## src/rtl/seq_cont_pkg.sv

```systemverilog
// Shared types for the procedural-vs-continuous output monitor.
package seq_cont_pkg;

    localparam int unsigned KIND_W   = 2;
    localparam int unsigned CNT_W    = 8;
    localparam int unsigned SETTLE_W = 4;
    localparam int unsigned STAMP_W_DEF = 16;

    typedef enum logic [1:0] {
        IDLE   = 2'd0,
        SETTLE = 2'd1,
        CHECK  = 2'd2
    } state_t;

    localparam logic [KIND_W-1:0] KIND_NONE = 2'b00;
    localparam logic [KIND_W-1:0] KIND_PROC = 2'b01;
    localparam logic [KIND_W-1:0] KIND_CONT = 2'b10;
    localparam logic [KIND_W-1:0] KIND_BOTH = 2'b11;

    // Record at the default stamp width; the top re-declares it at its own STAMP_W.
    typedef struct packed {
        logic [KIND_W-1:0]      kind;
        logic [STAMP_W_DEF-1:0] stamp;
    } ev_rec_t;

    // Bit 0 flags the procedural path, bit 1 the continuous path.
    function automatic logic [KIND_W-1:0] classify(input logic a, input logic p, input logic c);
        return {c != a, p != a};
    endfunction

endpackage

```

## src/rtl/seq_cont_fifo.sv

```systemverilog
// Synchronous event FIFO; pointers carry a wrap bit to separate full from empty.
module seq_cont_fifo #(
    parameter int unsigned WIDTH = 18,
    parameter int unsigned DEPTH = 4
) (
    input  logic             clk,
    input  logic             rst_n,
    input  logic             push,
    input  logic [WIDTH-1:0] push_data,
    input  logic             pop,
    output logic [WIDTH-1:0] head,
    output logic             full,
    output logic             empty
);

    localparam int unsigned AW = $clog2(DEPTH);

    logic [WIDTH-1:0] mem [DEPTH];
    logic [AW:0]      wr_ptr;
    logic [AW:0]      rd_ptr;
    logic             wr_en;
    logic             rd_en;

    always_comb begin
        empty = (wr_ptr == rd_ptr);
        full  = (wr_ptr[AW] != rd_ptr[AW]) && (wr_ptr[AW-1:0] == rd_ptr[AW-1:0]);
        // A push into a full FIFO only lands when the head leaves on the same edge.
        wr_en = push && (!full || pop);
        rd_en = pop && !empty;
        head  = empty ? '0 : mem[rd_ptr[AW-1:0]];
    end

    always_ff @(posedge clk) begin
        if (!rst_n) begin
            wr_ptr <= '0;
            rd_ptr <= '0;
        end else begin
            if (wr_en) wr_ptr <= wr_ptr + (AW+1)'(1);
            if (rd_en) rd_ptr <= rd_ptr + (AW+1)'(1);
        end
    end

    always_ff @(posedge clk) begin
        if (wr_en) mem[wr_ptr[AW-1:0]] <= push_data;
    end

endmodule

```

## src/rtl/seq_cont_mon.sv

```systemverilog
// Drives a stimulus bit, waits for settling, then flags disagreement of either output path.
module seq_cont_mon
    import seq_cont_pkg::*;
#(
    parameter int unsigned STAMP_W    = 16,
    parameter int unsigned SETTLE_CYC = 1,
    parameter int unsigned DEPTH      = 4
) (
    input  logic               clk,
    input  logic               rst_n,
    input  logic               in_valid,
    output logic               in_ready,
    input  logic               a_in,
    input  logic               out_proc,
    input  logic               out_cont,
    output logic               ev_valid,
    input  logic               ev_ready,
    output logic [KIND_W-1:0]  ev_kind,
    output logic [STAMP_W-1:0] ev_stamp,
    output logic [CNT_W-1:0]   mismatch_cnt,
    output logic               overflow
);

    localparam int unsigned REC_W = KIND_W + STAMP_W;

    typedef struct packed {
        logic [KIND_W-1:0]  kind;
        logic [STAMP_W-1:0] stamp;
    } rec_t;

    state_t              state;
    logic [SETTLE_W-1:0] settle_cnt;
    logic [STAMP_W-1:0]  stamp;
    logic [STAMP_W-1:0]  stamp_cap;
    logic                a_cap;

    logic [KIND_W-1:0]   kind_c;
    logic                push_c;
    logic                pop_c;
    logic                fifo_full;
    logic                fifo_empty;
    rec_t                push_rec_c;
    rec_t                head_rec;

    always_comb begin
        kind_c           = classify(a_cap, out_proc, out_cont);
        push_c           = (state == CHECK) && (kind_c != KIND_NONE);
        pop_c            = !fifo_empty && ev_ready;
        push_rec_c.kind  = kind_c;
        push_rec_c.stamp = stamp_cap;
    end

    always_ff @(posedge clk) begin
        if (!rst_n) begin
            state        <= IDLE;
            in_ready     <= 1'b1;
            settle_cnt   <= '0;
            stamp        <= '0;
            stamp_cap    <= '0;
            a_cap        <= 1'b0;
            mismatch_cnt <= '0;
            overflow     <= 1'b0;
        end else begin
            stamp <= stamp + STAMP_W'(1);
            case (state)
                IDLE: begin
                    if (in_valid) begin
                        a_cap      <= a_in;
                        stamp_cap  <= stamp;
                        settle_cnt <= SETTLE_W'(SETTLE_CYC - 1);
                        state      <= SETTLE;
                        in_ready   <= 1'b0;
                    end
                end
                SETTLE: begin
                    if (settle_cnt == '0) state <= CHECK;
                    else                  settle_cnt <= settle_cnt - SETTLE_W'(1);
                end
                CHECK: begin
                    state    <= IDLE;
                    in_ready <= 1'b1;
                    // Dropped records still count as mismatches.
                    if (push_c) begin
                        if (mismatch_cnt != '1) mismatch_cnt <= mismatch_cnt + CNT_W'(1);
                        if (fifo_full && !pop_c) overflow <= 1'b1;
                    end
                end
                default: begin
                    state    <= IDLE;
                    in_ready <= 1'b1;
                end
            endcase
        end
    end

    seq_cont_fifo #(
        .WIDTH (REC_W),
        .DEPTH (DEPTH)
    ) u_fifo (
        .clk       (clk),
        .rst_n     (rst_n),
        .push      (push_c),
        .push_data (push_rec_c),
        .pop       (pop_c),
        .head      (head_rec),
        .full      (fifo_full),
        .empty     (fifo_empty)
    );

    always_comb begin
        ev_valid = !fifo_empty;
        ev_kind  = head_rec.kind;
        ev_stamp = head_rec.stamp;
    end

endmodule

```

## config.mk

```make
export PLATFORM = sky130hd
export DESIGN_NAME = seq_cont_mon
export DESIGN_NICKNAME = d
export VERILOG_FILES = /design/src/rtl/seq_cont_pkg.sv /design/src/rtl/seq_cont_fifo.sv /design/src/rtl/seq_cont_mon.sv
export SDC_FILE = /design/constraint.sdc
export NUM_CORES = 1
export LEC_CHECK = 0
export CAP_MARGIN = 0
export CORE_MARGIN = 2
export CORE_UTILIZATION = 52
export CTS_BUF_LIST = sky130_fd_sc_hd__clkbuf_16
export CTS_CLUSTER_DIAMETER = 200
export DETAILED_ROUTE_END_ITERATION = 7
export PLACE_DENSITY = 0.83
export SLEW_MARGIN = 10
export SYNTH_ARGS = -nofsm -noshare
export SYNTH_HDL_FRONTEND = slang
export SYNTH_SLANG_ARGS = --single-unit
```

## constraint.sdc

```tcl
create_clock -name clk -period 2.1 [get_ports clk]
set_input_delay 0.42 -clock clk [delete_from_list [all_inputs] [get_ports clk]]
set_output_delay 0.42 -clock clk [all_outputs]
set_load 0.1 [all_outputs]
```

==> flow_summary.json <==
{
  "outcome": "finished, violations left",
  "violations": "negative setup slack",
  "path_common_cell": "buf_12",
  "drt_pass1_iterations": 4,
  "core_area_um2": 9730,
  "cts_hold_buf": 0,
  "io_buffers": 35,
  "totalWireLength_um": 9800,
  "syn2layout_area_growth_pct": 29.5,
  "hold_class": "reg2reg",
  "clk_pin_slew_ns": 0.06,
  "ant_nets": 0,
  "row_count": 36,
  "syn_inst": 394,
  "fin_tns_setup_ns": -3.24,
  "crit_path_end_kind": "primary output",
  "maxSlewViolCount": 0,
  "cp_max_fo": 19,
  "grt_pass1_wl_um": 16400,
  "root_buffer": "clkbuf_16",
  "viasPerCell": 5.53,
  "max_slew_margin_pct": 66.3,
  "crit_chain": "xor2_2 -> or3_4 -> buf_12 -> and2_2 -> buf_12",
  "die_w_um": 104,
  "drive_above_1_share_pct": 29.3,
  "crit_slowest_cell": "or3_4",
  "leakage_nw": 2.46,
  "fillers": 648,
  "syn-num-nets": 409,
  "fin_area_um2": 6740,
  "postCtsSetupRepairBufs": 0,
  "cap_viol_max_count": 0,
  "drtIter0Drc": 182,
  "syn_area_um2": 5200,
  "die_area_um2": 10800,
  "place.gp.congestion": 0.758,
  "power_mw": 6.44,
  "min-delay-start": "in_ready$_SDFFE_PN1P_",
  "grt_setup_unrepaired": "yes",
  "cts_buffer_depth": 2,
  "max_freq_mhz": 435,
  "finalWorstSetupSlack_ns": -0.201,
  "fin_util_pct": 69.2,
  "power_density_nw_per_um2": 956,
  "vias": 3277,
  "syn_area_per_cell_um2": 13.2,
  "fin_crit_ns": 2.30,
  "skew_ns": 0.00429,
  "wl_per_cell_um": 16.5,
  "synth.ff_latch_count": 129,
  "dpl_cell_area_um2": 6030,
  "numCtsBuffers": 17,
  "slowest_delay_ns": 0.39,
  "setup_viol": 19,
  "dpl_worst_slack_ns": -0.0747,
  "grt_usage_pct": 19.3,
  "vdd_drop_max_mv": 0.596,
  "async_reset_ff_share_pct": 0,
  "period_share_pct": 110,
  "antenna_found_initial": 0,
  "yosysWarnings": 0,
  "cts_tree": "done",
  "required_ns": 1.68,
  "synth-main-ff-cell": "edfxtp_1",
  "arrival_ns": 1.88,
  "worstMarginPinSlew_ns": 0.502,
  "grt_max_degree": 44,
  "cts.sinks": 129,
  "synth_edf_count": 72,
  "startpoint_type": "register",
  "io_pins": 36,
  "remaining_drc_errors": 0,
  "grt_overflow": 0,
  "die_h_um": 104,
  "hold_viol": 0,
  "timing.rr.start": "u_fifo.wr_ptr[2]$_SDFFE_PN0P_",
  "fin_cells": 593,
  "place_inst": 560,
  "critPathKind": "reg2out",
  "htreeDepth": 4,
  "whs_ns": 0.470,
  "final_nets": 462,
  "grt_pass1_vias": 3246,
  "seq_area_frac_synth_pct": 63.5,
  "hpwl_um": 6090,
  "synth_cell_types": 49,
  "initial_core_util_pct": 53.5,
  "clk_latency_ns": 0.40,
  "startpoint": "u_fifo.wr_ptr[0]$_SDFFE_PN0P_",
  "n_antenna_cell": 0
}
layout by cell type, fill, tap and decap left out, types with 2 or more instances in the layout:
master | Yosys | routed
a21oi_1 | 27 | 27
and2_1 | 24 | 6
and2_2 | 0 | 8
and2_4 | 0 | 10
and4_4 | 3 | 3
buf_12 | 0 | 26
buf_4 | 2 | 19
bufinv_16 | 0 | 4
clkbuf_16 | 0 | 17
clkdlybuf4s50_1 | 0 | 6
clkinv_4 | 0 | 4
dfxtp_1 | 57 | 48
dfxtp_2 | 0 | 7
dfxtp_4 | 0 | 2
edfxtp_1 | 72 | 72
ha_1 | 8 | 8
inv_1 | 6 | 7
inv_6 | 0 | 5
mux2i_1 | 7 | 7
mux4_2 | 18 | 18
nand2_1 | 50 | 50
nand2b_1 | 6 | 6
nand3_1 | 11 | 11
nand4_1 | 3 | 3
nor2_1 | 19 | 19
nor2b_1 | 2 | 2
nor3_1 | 2 | 2
o21ai_0 | 6 | 6
o31ai_1 | 6 | 6
or3_1 | 7 | 6
or4_1 | 5 | 5
xnor2_1 | 2 | 2
xor2_1 | 14 | 12
xor2_2 | 0 | 2
registers in the layout (all words and copies together), names as in the netlist, named ones only:
name           count
state              2
in_ready           1
a_cap              1
u_fifo.wr_ptr      3
stamp             16
mismatch_cnt       8
u_fifo.rd_ptr      3
overflow           1
stamp_cap         16
settle_cnt         4
u_fifo.mem        72
worst paths after layout:
kind | to | slack [ns] | cells past startpoint
worst max register to register | u_fifo.mem[1][11]$_DFFE_PP_ | 0.30 | 5
worst min-delay path | in_ready$_SDFFE_PN1P_ | 0.47 | 1
worst max-delay path | ev_stamp[7] | -0.20 | 5
worst min register to register | in_ready$_SDFFE_PN1P_ | 0.47 | 1
per-layer routing:
metal / up-vias / track usage [%] / wire (um)
met5: - / 0 / 0
met4: 0 / 7.14 / 154
met3: 12 / 4.20 / 434
met2: 86 / 32.8 / 5030
met1: 1624 / 24.3 / 4180
li1: 1555 / - / -
power breakdown:
group	switching, mW	internal (mW)	leakage (nW)
Clock	1.11	2.01	0.314
Combinational	0.364	0.244	0.947
Sequential	0.0309	2.68	1.20
critical path, delay by kind of cell, from the launching register on:
family	cells	cell delay (ns)
xor gates and xnor gates	1	0.20
buffers and inverters	2	0.32
DFF	1	0.36
and+or+nand+nor	2	0.58
Yosys cell counts (all sizes together) (2+ instances only):
cell type	count	share of area [%]
o31ai	6	0.87
or4	5	0.72
nor2b	2	0.24
edfxtp	72	42
and2	24	2.9
dfxtp	57	22
nand3	11	1.1
nor2	20	1.5
o311ai	2	0.34
clkbuf	8	0.60
or3	7	0.84
and4	4	0.82
ha	8	1.9
inv	6	0.43
o21ai	6	0.58
a21oi	27	2.6
nand2b	6	0.72
mux2i	7	1.3
xor2	14	2.4
nand4	4	0.77
nor3	2	0.19
or2	2	0.24
buf	9	0.94
xnor2	2	0.34
nand2	50	3.6
mux4	18	7.8
logic make-up after synthesis:
group                      count (synthesis)  synth area share (%)
and+or+nand+nor                          144                  15.2
xor gates and xnor gates                  16                  2.69
muxes                                     25                  9.14
DFF                                      129                  63.5
buffers and inverters                     25                  2.21
AOI/OAI and AO/OA                         47                  5.36
adders and majority gates                  8                  1.92
repair_timing:
action	in CTS	in global routing
pin swaps	1	0
setup endpoints to repair	19	19
gates cloned	1	0
gates resized for setup	12	2
endpoints found under the hold margin	0	0
final cells by class:
cell class | count | area [um^2] | share of cell area (%)
Multi-Input combinational cell | 240 | 1840 | 27.3
Sequential cell | 129 | 3320 | 49.3
Clock inverter | 15 | 208 | 3.08
Tap cell | 133 | 166 | 2.47
Inverter | 7 | 26.3 | 0.390
Timing Repair Buffer | 52 | 751 | 11.1
Clock buffer | 17 | 425 | 6.32
No activity file was read; power rests on OpenSTA's default activity.
